`src/rtl/pe_multicast_ctrl_if.sv`:
```
// ---------------------------------------------------------------------------
// pe_multicast_ctrl_if
//  Bundles the configuration port, the shared tagged data bus, the PE load
//  port and the status outputs of one multicast receiver.
//  Modports:
//   slave  - the receiver (pe_multicast_ctrl) side
//   master - the driving side (bus, configuration source and PE model)
//  Signals:
//   cfg_enable/cfg_id                 ID register load
//   in_valid/in_tag/in_data/in_ready  tagged bus handshake
//   pe_ready/pe_enable/pe_data        PE load handshake
//   word_count/burst_done             burst progress
// ---------------------------------------------------------------------------
interface pe_multicast_ctrl_if #(
   parameter int unsigned BITWIDTH  = 16,
   parameter int unsigned ID_WIDTH  = 4,
   parameter int unsigned CNT_WIDTH = 3
) ();

   logic                       cfg_enable;
   logic [ID_WIDTH-1:0]        cfg_id;
   logic                       in_valid;
   logic [ID_WIDTH-1:0]        in_tag;
   logic signed [BITWIDTH-1:0] in_data;
   logic                       in_ready;
   logic                       pe_ready;
   logic                       pe_enable;
   logic signed [BITWIDTH-1:0] pe_data;
   logic [CNT_WIDTH-1:0]       word_count;
   logic                       burst_done;

   modport slave (
      input  cfg_enable, cfg_id, in_valid, in_tag, in_data, pe_ready,
      output in_ready, pe_enable, pe_data, word_count, burst_done
   );

   modport master (
      output cfg_enable, cfg_id, in_valid, in_tag, in_data, pe_ready,
      input  in_ready, pe_enable, pe_data, word_count, burst_done
   );

endinterface

```
`src/rtl/pe_multicast_ctrl.sv`:
```
// ---------------------------------------------------------------------------
// pe_multicast_ctrl
//  Tag-matched multicast receiver in front of one PE ifmap/filter load port.
//  Captures bus words tagged with its own ID or the all-ones broadcast tag
//  into a one-word holding register, hands them to the PE only while the PE
//  is ready, counts delivered words and pulses burst_done on the last word
//  of every BURST_LEN-word burst.
//  Ports:
//   clk   - rising-edge clock
//   rstb  - asynchronous active-low reset
//   bus   - pe_multicast_ctrl_if.slave (config, tagged bus, PE load, status)
// ---------------------------------------------------------------------------
module pe_multicast_ctrl #(
   parameter int unsigned BITWIDTH  = 16,
   parameter int unsigned ID_WIDTH  = 4,
   parameter int unsigned BURST_LEN = 3,
   parameter int unsigned CNT_WIDTH = 3
) (
   input  logic                  clk,
   input  logic                  rstb,
   pe_multicast_ctrl_if.slave    bus
);

   localparam logic [ID_WIDTH-1:0]  BCAST_TAG = {ID_WIDTH{1'b1}};
   localparam logic [CNT_WIDTH-1:0] LAST_IDX  = CNT_WIDTH'(BURST_LEN - 1);

   typedef enum logic [0:0] {StEmpty, StFull} state_e;

   state_e                     r_state;
   state_e                     w_state_nxt;
   logic [ID_WIDTH-1:0]        r_id;
   logic signed [BITWIDTH-1:0] r_pe_data;
   logic signed [BITWIDTH-1:0] w_pe_data_nxt;
   logic [CNT_WIDTH-1:0]       r_word_count;
   logic [CNT_WIDTH-1:0]       w_word_count_nxt;
   logic                       r_burst_done;
   logic                       w_burst_done_nxt;

   logic w_hold_valid;
   logic w_match;
   logic w_deliver;
   logic w_in_ready;
   logic w_accept;
   logic w_load;

   // Match uses the ID as it stood before any same-cycle reconfiguration.
   assign w_match      = (bus.in_tag == r_id) | (bus.in_tag == BCAST_TAG);
   assign w_hold_valid = (r_state == StFull);
   assign w_deliver    = w_hold_valid & bus.pe_ready;
   // A word being delivered this cycle frees the register for a new one.
   assign w_in_ready   = ~w_hold_valid | bus.pe_ready;
   assign w_accept     = bus.in_valid & w_in_ready;
   assign w_load       = w_accept & w_match;

   always_comb begin
      w_state_nxt      = r_state;
      w_pe_data_nxt    = r_pe_data;
      w_word_count_nxt = r_word_count;
      w_burst_done_nxt = 1'b0;

      unique case (r_state)
         StEmpty: if (w_load) w_state_nxt = StFull;
         StFull: begin
            if (w_load)         w_state_nxt = StFull;
            else if (w_deliver) w_state_nxt = StEmpty;
         end
      endcase

      if (w_load) w_pe_data_nxt = bus.in_data;

      if (w_deliver) begin
         if (r_word_count == LAST_IDX) begin
            w_word_count_nxt = '0;
            w_burst_done_nxt = 1'b1;
         end else begin
            w_word_count_nxt = r_word_count + 1'b1;
         end
      end
   end

   always_ff @(posedge clk or negedge rstb) begin
      if (!rstb) begin
         r_state      <= StEmpty;
         r_id         <= '0;
         r_pe_data    <= '0;
         r_word_count <= '0;
         r_burst_done <= 1'b0;
      end else begin
         r_state      <= w_state_nxt;
         r_pe_data    <= w_pe_data_nxt;
         r_word_count <= w_word_count_nxt;
         r_burst_done <= w_burst_done_nxt;
         if (bus.cfg_enable) r_id <= bus.cfg_id;
      end
   end

   assign bus.in_ready   = w_in_ready;
   assign bus.pe_enable  = w_deliver;
   assign bus.pe_data    = r_pe_data;
   assign bus.word_count = r_word_count;
   assign bus.burst_done = r_burst_done;

endmodule

```
`src/flat_wrapper.sv`:
```
// flat-port wrapper written by rule: the top's interface ports become plain ports
module pe_multicast_ctrl_flat 
#(
   parameter int unsigned BITWIDTH  = 16,
   parameter int unsigned ID_WIDTH  = 4,
   parameter int unsigned BURST_LEN = 3,
   parameter int unsigned CNT_WIDTH = 3
)
  (clk, rstb, bus_cfg_enable, bus_cfg_id, bus_in_valid, bus_in_tag, bus_in_data, bus_pe_ready, bus_in_ready, bus_pe_enable, bus_pe_data, bus_word_count, bus_burst_done);
  pe_multicast_ctrl_if #(.BITWIDTH(BITWIDTH), .ID_WIDTH(ID_WIDTH), .CNT_WIDTH(CNT_WIDTH)) bus_i ();
  input  logic clk;
  input  logic rstb;
  input wire logic [$bits(bus_i.cfg_enable)-1:0] bus_cfg_enable;
  input wire logic [$bits(bus_i.cfg_id)-1:0] bus_cfg_id;
  input wire logic [$bits(bus_i.in_valid)-1:0] bus_in_valid;
  input wire logic [$bits(bus_i.in_tag)-1:0] bus_in_tag;
  input wire logic [$bits(bus_i.in_data)-1:0] bus_in_data;
  input wire logic [$bits(bus_i.pe_ready)-1:0] bus_pe_ready;
  output wire logic [$bits(bus_i.in_ready)-1:0] bus_in_ready;
  output wire logic [$bits(bus_i.pe_enable)-1:0] bus_pe_enable;
  output wire logic [$bits(bus_i.pe_data)-1:0] bus_pe_data;
  output wire logic [$bits(bus_i.word_count)-1:0] bus_word_count;
  output wire logic [$bits(bus_i.burst_done)-1:0] bus_burst_done;
  assign bus_i.cfg_enable = bus_cfg_enable;
  assign bus_i.cfg_id = bus_cfg_id;
  assign bus_i.in_valid = bus_in_valid;
  assign bus_i.in_tag = bus_in_tag;
  assign bus_i.in_data = bus_in_data;
  assign bus_i.pe_ready = bus_pe_ready;
  assign bus_in_ready = bus_i.in_ready;
  assign bus_pe_enable = bus_i.pe_enable;
  assign bus_pe_data = bus_i.pe_data;
  assign bus_word_count = bus_i.word_count;
  assign bus_burst_done = bus_i.burst_done;
  pe_multicast_ctrl #(.BITWIDTH(BITWIDTH), .ID_WIDTH(ID_WIDTH), .BURST_LEN(BURST_LEN), .CNT_WIDTH(CNT_WIDTH)) u_core (.clk(clk), .rstb(rstb), .bus(bus_i));
endmodule
```
`config.mk`:
```
export PLATFORM = sky130hd
export DESIGN_NAME = pe_multicast_ctrl_flat
export DESIGN_NICKNAME = d
export VERILOG_FILES = /design/src/rtl/pe_multicast_ctrl_if.sv /design/src/rtl/pe_multicast_ctrl.sv /design/src/flat_wrapper.sv
export SDC_FILE = /design/constraint.sdc
export NUM_CORES = 1
export LEC_CHECK = 0
export CELL_PAD_IN_SITES_DETAIL_PLACEMENT = 1
export CELL_PAD_IN_SITES_GLOBAL_PLACEMENT = 1
export CORE_MARGIN = 1
export CORE_UTILIZATION = 45
export CTS_CLUSTER_SIZE = 30
export DETAILED_ROUTE_END_ITERATION = 12
export DONT_BUFFER_PORTS = 1
export PLACE_DENSITY = 0.85
export SYNTH_ARGS = -nofsm -noshare
export SYNTH_HDL_FRONTEND = slang
export SYNTH_SLANG_ARGS = --single-unit
export TNS_END_PERCENT = 30
```
`constraint.sdc`:
```
create_clock -name clk -period 1.4 [get_ports clk]
set_input_delay 0.21 -clock clk [delete_from_list [all_inputs] [get_ports clk]]
set_output_delay 0.21 -clock clk [all_outputs]
set_load 0.02 [all_outputs]
```
* Word level (Yosys, flattened, before mapping)
Cells that the tools add are included.
W data, S select, Z words.
** Cells by class
- $add $sub $neg :: 1
- Equality and inequality tests :: 3
- Multiplexer cells :: 7
- Bitwise operators :: 6
** Operator list (count)
- $mux W1 :: 5
- $eq A4 B4 Y1 :: 1
- $eq A4 B4 Y1 const B :: 1
- $add A3 B1 Y3 const B :: 1
- $and A1 B1 Y1 :: 3
- $eq A3 B2 Y1 const B :: 1
- $mux W3 :: 1
- $or A1 B1 Y1 :: 2
- $pmux W1 S2 :: 1
- $not A1 Y1 :: 1
** Word-level totals
- Bits in registers :: 25
- Input port bits :: 29
- Output and inout bits :: 22
- Logic and storage cells :: 22

* Longest topological paths before layout
Gate-level depths: netlist of run 1.
- Depth in word-level cells :: 6
- Gate-level depth with buffers :: 6
- Depth with buffers taken out :: 4

* Worst setup path after synthesis of run 1
No wires, ideal clock.
- Path type :: reg-to-reg
- Start point :: reg u_core.r_id[2]
- End point :: reg u_core.r_pe_data[12], in the netlist u_core.bus.pe_data[12]
- Library setup time :: 120 ps
- Arrival :: 1135 ps
- Slack :: 144 ps
- Cell stages (with the launch flop) :: 6
- Path buffers :: 1
- Cell sequence :: dfrtp_1 -> xnor2_1 -> a41oi_4 -> buf_6 -> o21ai_2 -> o21ai_2
** Between the ends
- Cells in the longest elaborated chain, start to end :: 3
** RTL lines
- from (decl) :: line pe_multicast_ctrl.sv:31 : logic [ID_WIDTH-1:0] r_id;
- from (signal assigned) :: line pe_multicast_ctrl.sv:93 : if (bus.cfg_enable) r_id <= bus.cfg_id;
- $eq A4 B4 Y1 :: line pe_multicast_ctrl.sv:47 : assign w_match = (bus.in_tag == r_id) | (bus.in_tag == BCAST_TAG);
- $or A1 B1 Y1 :: line pe_multicast_ctrl.sv:47
- $and A1 B1 Y1 :: line pe_multicast_ctrl.sv:53 : assign w_load = w_accept & w_match;
- to (signal assigned) :: line pe_multicast_ctrl.sv:90 : r_pe_data <= w_pe_data_nxt;
- to (decl) :: line pe_multicast_ctrl.sv:32 : logic signed [BITWIDTH-1:0] r_pe_data;
No other way between the ends.
A chain may end at the register's enable or synchronous reset.

* Worst setup path in the final report of run 1
- Start point :: reg u_core.r_id[2]
- End point :: reg u_core.r_pe_data[2], in the netlist u_core.bus.pe_data[2]
The elaborated chain is that of the path after synthesis.

==> impl_metrics.yaml, run 1 <==
setup_path:
  cp-start-kind: "flip-flop"
  critical_path_class: "reg -> reg"
  worstPathRequired_ns: 1.64
  arrival_ns: 1.56
  critPathMaxFanout: 33
  endpoint_kind: "flip-flop"
  r2r_slack_ns: 0.08
floorplanning:
  die_x_um: 52.5
  die_h_um: 52.5
  ios: 51
  coreArea_um2: 2300
  die_area_um2: 2760
  initial_utilization_pct: 49.9
  num_rows: 17
clocking:
  clock-root-buffer: "clkbuf_4"
  clockBufferDepth: 2
  h-tree-depth: 1
  clock_latency_ns: 0.31
  clk_pin_slew_ns: 0.12
  cts_buffers: 3
  cts.sinks: 25
  cts_tree: "yes"
layout:
  fin_cells: 142
  multi_input_area_um2: 490
  final_nets: 144
  diodes: 0
  stdcell_area_um2: 1290
  area_delta_synth_final_pct: 12.9
  fillCellCount: 256
  regArea_um2: 626
  drive_above_1_share_pct: 21.9
sta:
  slew_headroom_pct: 74.6
  fin_crit_sh_pct: 94.2
  drv_slew: 0
  hold_viol: 0
  setup_viol: 0
  timing.final.crit_period_ns: 1.32
  fmaxAchievable_mhz: 758
  finClkSkew_ns: 0.00121
  worst_slew_pin_slew_ns: 0.380
global_route:
  grt_pass1_wl_um: 4060
  grt_antenna_before_repair: 0
  track_usage_pct: 20.9
  grt_max_degree: 34
  grt-ovfl-total: 0
  grt_pass1_vias: 864
drt:
  vias: 821
  wirelength_um: 2550
  final_antenna_net_count: 0
  wl_per_cell_um: 17.9
  drc: 0
  vias_per_cell: 5.78
  drt_iter0_drc: 5
  drtPass1Iterations: 4
synthesis:
  synth_top_area_share_pct: 54.5
  synth.distinct_cells: 22
  syn_nets: 135
  ys_ff_latch: 25
  ys_warn_count: 0
  synthArstFlopShare_pct: 100
  post_synth.cell_area_avg_um2: 10.8
  synth_edf_count: 0
  synth_area_leaders: "dfrtp_1 55%, o21ai_1 10%, nand2_1 6.2%"
  ys_top_cells_by_count: "25 x dfrtp_1, 23 x o21ai_1, 19 x nand2_1"
  yosysMostFrequentCell: "dfrtp_1"
  syn-cell-area_um2: 1150
  yosysTopAreaCell: "dfrtp_1"
  ys.flop_type: "dfrtp_1"
  synth-seq-area-share_pct: 54.5
  synth_cells: 106
placement:
  hpwl_um: 1830
  gp_congestion: 0.628
  post-place-cells: 132
  dpl_cell_area_um2: 1170
  io_buffers: 0
run_status:
  outcome: "finished clean"
pwr:
  peakVddDrop_v: 0.000960
  leakagePower_nw: 0.562
  pwr_density_cell_nw_per_um2: 1710
min_path:
  min_path_type: "in -> reg"
run:
  maxCapViolations: 0
final cells by class:
type                            count  share of cell area, %
Tap cell                           28                   2.71
Inverter                            2                  0.580
Timing Repair Buffer               10                   8.50
Multi-Input combinational cell     73                   37.9
Sequential cell                    25                   48.3
Clock buffer                        4                   2.03
layout by cell type (no fill, tap or decap):
| cell type | synthesis | layout |
|---|---|---|
| nor3b_1 | 1 | 1 |
| nand2b_4 | 1 | 1 |
| a21o_1 | 1 | 1 |
| buf_4 | 1 | 4 |
| inv_1 | 1 | 1 |
| o21ai_2 | 8 | 8 |
| nor3_1 | 1 | 1 |
| a41oi_4 | 1 | 1 |
| clkbuf_4 | 1 | 3 |
| dfrtp_1 | 25 | 25 |
| nor2b_1 | 2 | 2 |
| dlygate4sd3_1 | 0 | 4 |
| xnor2_1 | 5 | 1 |
| clkbuf_1 | 0 | 1 |
| o21ai_1 | 23 | 26 |
| buf_12 | 0 | 2 |
| and2_1 | 1 | 1 |
| mux2_1 | 4 | 4 |
| o21ai_0 | 4 | 1 |
| nand2_1 | 19 | 19 |
| nand3_1 | 1 | 1 |
| and4_2 | 1 | 1 |
| xnor2_2 | 0 | 4 |
| inv_2 | 1 | 1 |
worst max-delay path: stages, from the launching register on:
cell     delay (ns)
dfrtp_1        0.43
xnor2_2        0.16
a41oi_4        0.25
buf_12         0.22
o21ai_1        0.09
o21ai_1        0.10
stage by stage:
stage                     TNS (ns)  worst slack (ns)  utilization (%)  hold slack [ns]  power [mW]
after global placement           0            0.0645             51.0          -0.0850        1.82
after global routing      -0.00562          -0.00562             56.4          0.00477        2.36
after detailed placement   -0.0907           -0.0413             51.0          -0.0851        1.88
final                            0            0.0811             56.4           0.0117        2.21
after floorplan                  0             0.144                -          -0.0856        1.74
after CTS                        0           0.00968             54.7         0.000980        2.23
report_power, final:
group | leakage (nW) | switching (mW) | internal [mW]
clock | 0.0150 | 0.197 | 0.111
sequential | 0.314 | 0.491 | 0.952
combinational | 0.233 | 0.231 | 0.227
state kept, by name, summed over array words and instances (netlist names):
signal / cells
u_core.r_id: 4
u_core.r_state: 1
u_core.bus.pe_data: 16
u_core.bus.word_count: 3
u_core.bus.burst_done: 1
final timing paths:
kind / start / endpoint / depth (start not counted)
setup reg to reg: u_core.r_id[2] / u_core.bus.pe_data[2] / 5
setup / recovery: u_core.r_id[2] / u_core.bus.pe_data[2] / 5
max in group asynchronous: rstb / u_core.r_state / 2
hold / removal: bus_in_data[15] / u_core.bus.pe_data[15] / 2
hold reg to reg: u_core.r_id[1] / u_core.r_id[1] / 1
min in group asynchronous: rstb / u_core.bus.pe_data[0] / 2
per-layer routing:
layer  global-route usage (%)  up-vias  part of all wire [%]
li1                         -      383                     -
met1                     22.7      404                    36
met2                     38.0       30                    56
met3                     4.93        4                   6.9
met4                     9.21        0                   1.2
met5                        0        -                     0
cell families after synthesis:
logic type             after synthesis  synth area share (%)
AO/OA/AOI/OAI                       37                  20.9
buffers and inverters                8                  5.34
flip-flops                          25                  54.5
multiplexers                         4                  3.93
XOR/XNOR                             5                  3.82
AND/OR/NAND/NOR                     27                  11.4
what timing repair did:
action	in CTS	in global routing
pin swaps	0	3
buffers inserted	0	1
hold buffers	2	3
endpoints found under the setup margin	6	8
endpoints found under the hold margin	25	3
resized for setup	4	3
Note: power is estimated with default switching activity, not from simulation.
==> inputs of run 2 (changes only) <==
- RECOVER_POWER: default -> 25
- SETUP_SLACK_MARGIN: default -> 0.1
==> run 2 against run 1 <==
Effect of this change:
- routed wire length is 1.1% higher
- clock-buffer cell count did not move
- worst hold slack worse by 0.00072 ns
- critical path type unchanged
==> impl_metrics.yaml, run 2 (synthesis results as in run 1) <==
run_status:
  outcome: "finished clean"
pwr:
  pwr-share-clk_pct: 13.8
  sw_frac_of_total_pct: 41.8
  leakagePower_nw: 0.566
  power_frac_comb_pct: 21.2
  switchingPower_mw: 0.932
  pwr_density_cell_nw_per_um2: 1710
  power_mw: 2.23
  internal_power_mw: 1.30
  pwr-share-seq_pct: 65.0
  peakVddDrop_v: 0.000962
floorplanning:
  ios: 51
  coreArea_um2: 2300
  initial_utilization_pct: 49.9
  die_h_um: 52.5
  num_rows: 17
  die_x_um: 52.5
  die_area_um2: 2760
placement:
  gp_congestion: 0.628
  io_buffers: 0
  post-place-cells: 132
  hpwl_um: 1830
  dpl_cell_area_um2: 1170
layout:
  fin_cells: 143
  diodes: 0
  final_common_cell: "dfrtp_1"
  stdcell_area_um2: 1310
  drive_above_1_share_pct: 27.0
  largest_reg_flops: 16
  layout_common_cells: "25 x dfrtp_1, 22 x o21ai_1, 18 x nand2_1, 12 x o21ai_2, 5 x buf_4"
  fillCellCount: 251
  final_nets: 145
  area_delta_synth_final_pct: 13.7
sta:
  rsz0062_at_grt: "true"
  hold_viol: 0
  finClkSkew_ns: 0.00189
  worst_slew_pin_slew_ns: 0.621
  setup_viol: 0
  fin_crit_sh_pct: 95.8
  fin_tns_setup_ns: 0
  fmaxAchievable_mhz: 746
  slew_headroom_pct: 58.6
  timing.final.crit_period_ns: 1.34
  drv_slew: 0
  hold_slack_ns: 0.0110
drt:
  vias: 816
  drt_iter0_drc: 9
  drc: 0
  wirelength_um: 2580
  vias_per_cell: 5.71
  wl_per_cell_um: 18.0
  final_antenna_net_count: 0
  drtPass1Iterations: 4
clocking:
  clk_pin_slew_ns: 0.12
  clock-root-buffer: "clkbuf_4"
  h-tree-depth: 1
  clock_latency_ns: 0.31
  clockBufferDepth: 2
  cts.sinks: 25
  cts_tree: "yes"
  cts_buffers: 3
global_route:
  grt_pass1_wl_um: 4080
  grt-ovfl-total: 0
  grt_antenna_before_repair: 0
  grt_pass1_vias: 880
  grt_max_degree: 34
  track_usage_pct: 21.1
setup_path:
  cp_common_cell: "o21ai_1"
  critical_path_class: "reg -> reg"
  worstPathRequired_ns: 1.61
  slowest_delay_ns: 0.43
  critPathMaxFanout: 33
  path_cells: "xnor2_2 > a41oi_4 > buf_12 > o21ai_1 > o21ai_1"
  cp_slowest_cell: "dfrtp_1"
  endpoint_kind: "flip-flop"
  arrival_ns: 1.55
  cp-start-kind: "flip-flop"
min_path:
  min_path_type: "in -> reg"
run:
  maxCapViolations: 0
==> run 2: routing by layer <==
metal / track usage (%) / vias to the layer above / wire length (um)
met1: 22.3 / 392 / 921
met2: 38.4 / 30 / 1450
met4: 10.1 / 0 / 30
li1: - / 390 / -
met5: 0 / - / 0
met3: 5.22 / 4 / 174
==> run 2: worst paths after layout <==
kind	end	from	slack, ns	depth (start not counted)
worst max-delay path	u_core.bus.pe_data[9]	u_core.r_id[2]	0.06	5
worst min-delay path	u_core.bus.pe_data[15]	bus_in_data[15]	0.01	2
worst max register to register	u_core.bus.pe_data[9]	u_core.r_id[2]	0.06	5
worst min register to register	u_core.r_id[1]	u_core.r_id[1]	0.57	1
max in group asynchronous	u_core.bus.pe_data[3]	rstb	0.56	2
min in group asynchronous	u_core.bus.pe_data[0]	rstb	0.45	2
==> run 2: cell type report <==
cell class                      count  area, um^2  share of cell area, %
Sequential cell                    25         626                   47.9
Multi-Input combinational cell     73         508                   38.9
Inverter                            2        7.51                  0.575
Timing Repair Buffer               11         103                   7.86
Tap cell                           28        35.0                   2.68
Clock buffer                        4        26.3                   2.01
==> run 2: critical path, delay by kind of cell, from the launching register on <==
family / cells / cell delay [ns]
AOI/OAI and AO/OA: 3 / 0.38
xor gates and xnor gates: 1 / 0.23
DFF: 1 / 0.43
buffers and inverters: 1 / 0.20
==> run 2: what timing repair did <==
action	CTS	global route
setup buffers	1	1
setup endpoints to repair	16	18
pin swaps	3	3
gates resized for setup	5	7
endpoints found under the hold margin	25	3
hold buffers	2	3
gates cloned	0	0
==> run 2: stage by stage <==
step | setup slack (ns) | util [%]
5_1_grt | -0.0133 | 56.8
2_1_floorplan | 0.144 | -
3_3_place_gp | 0.0645 | 51.0
6_report | 0.0594 | 56.8
4_1_cts | 0.0529 | 55.1
3_5_place_dp | -0.0413 | 51.0
==> run 2: power by group through the flow <==
stage / registers [mW] / logic [mW] / clock network [mW]
final: 1.45 / 0.473 / 0.308
after global routing: 1.49 / 0.541 / 0.353
after CTS: 1.45 / 0.460 / 0.325
after detailed placement: 1.46 / 0.419 / 0
after global placement: 1.44 / 0.377 / 0
after floorplan: 1.39 / 0.352 / 0
==> inputs of run 3 (changes only) <==
- ABC_CLOCK_PERIOD_IN_PS: default -> 1400
==> results of run 3 <==
Same layout as run 2: the final DEF is identical, and so are final timing and power.
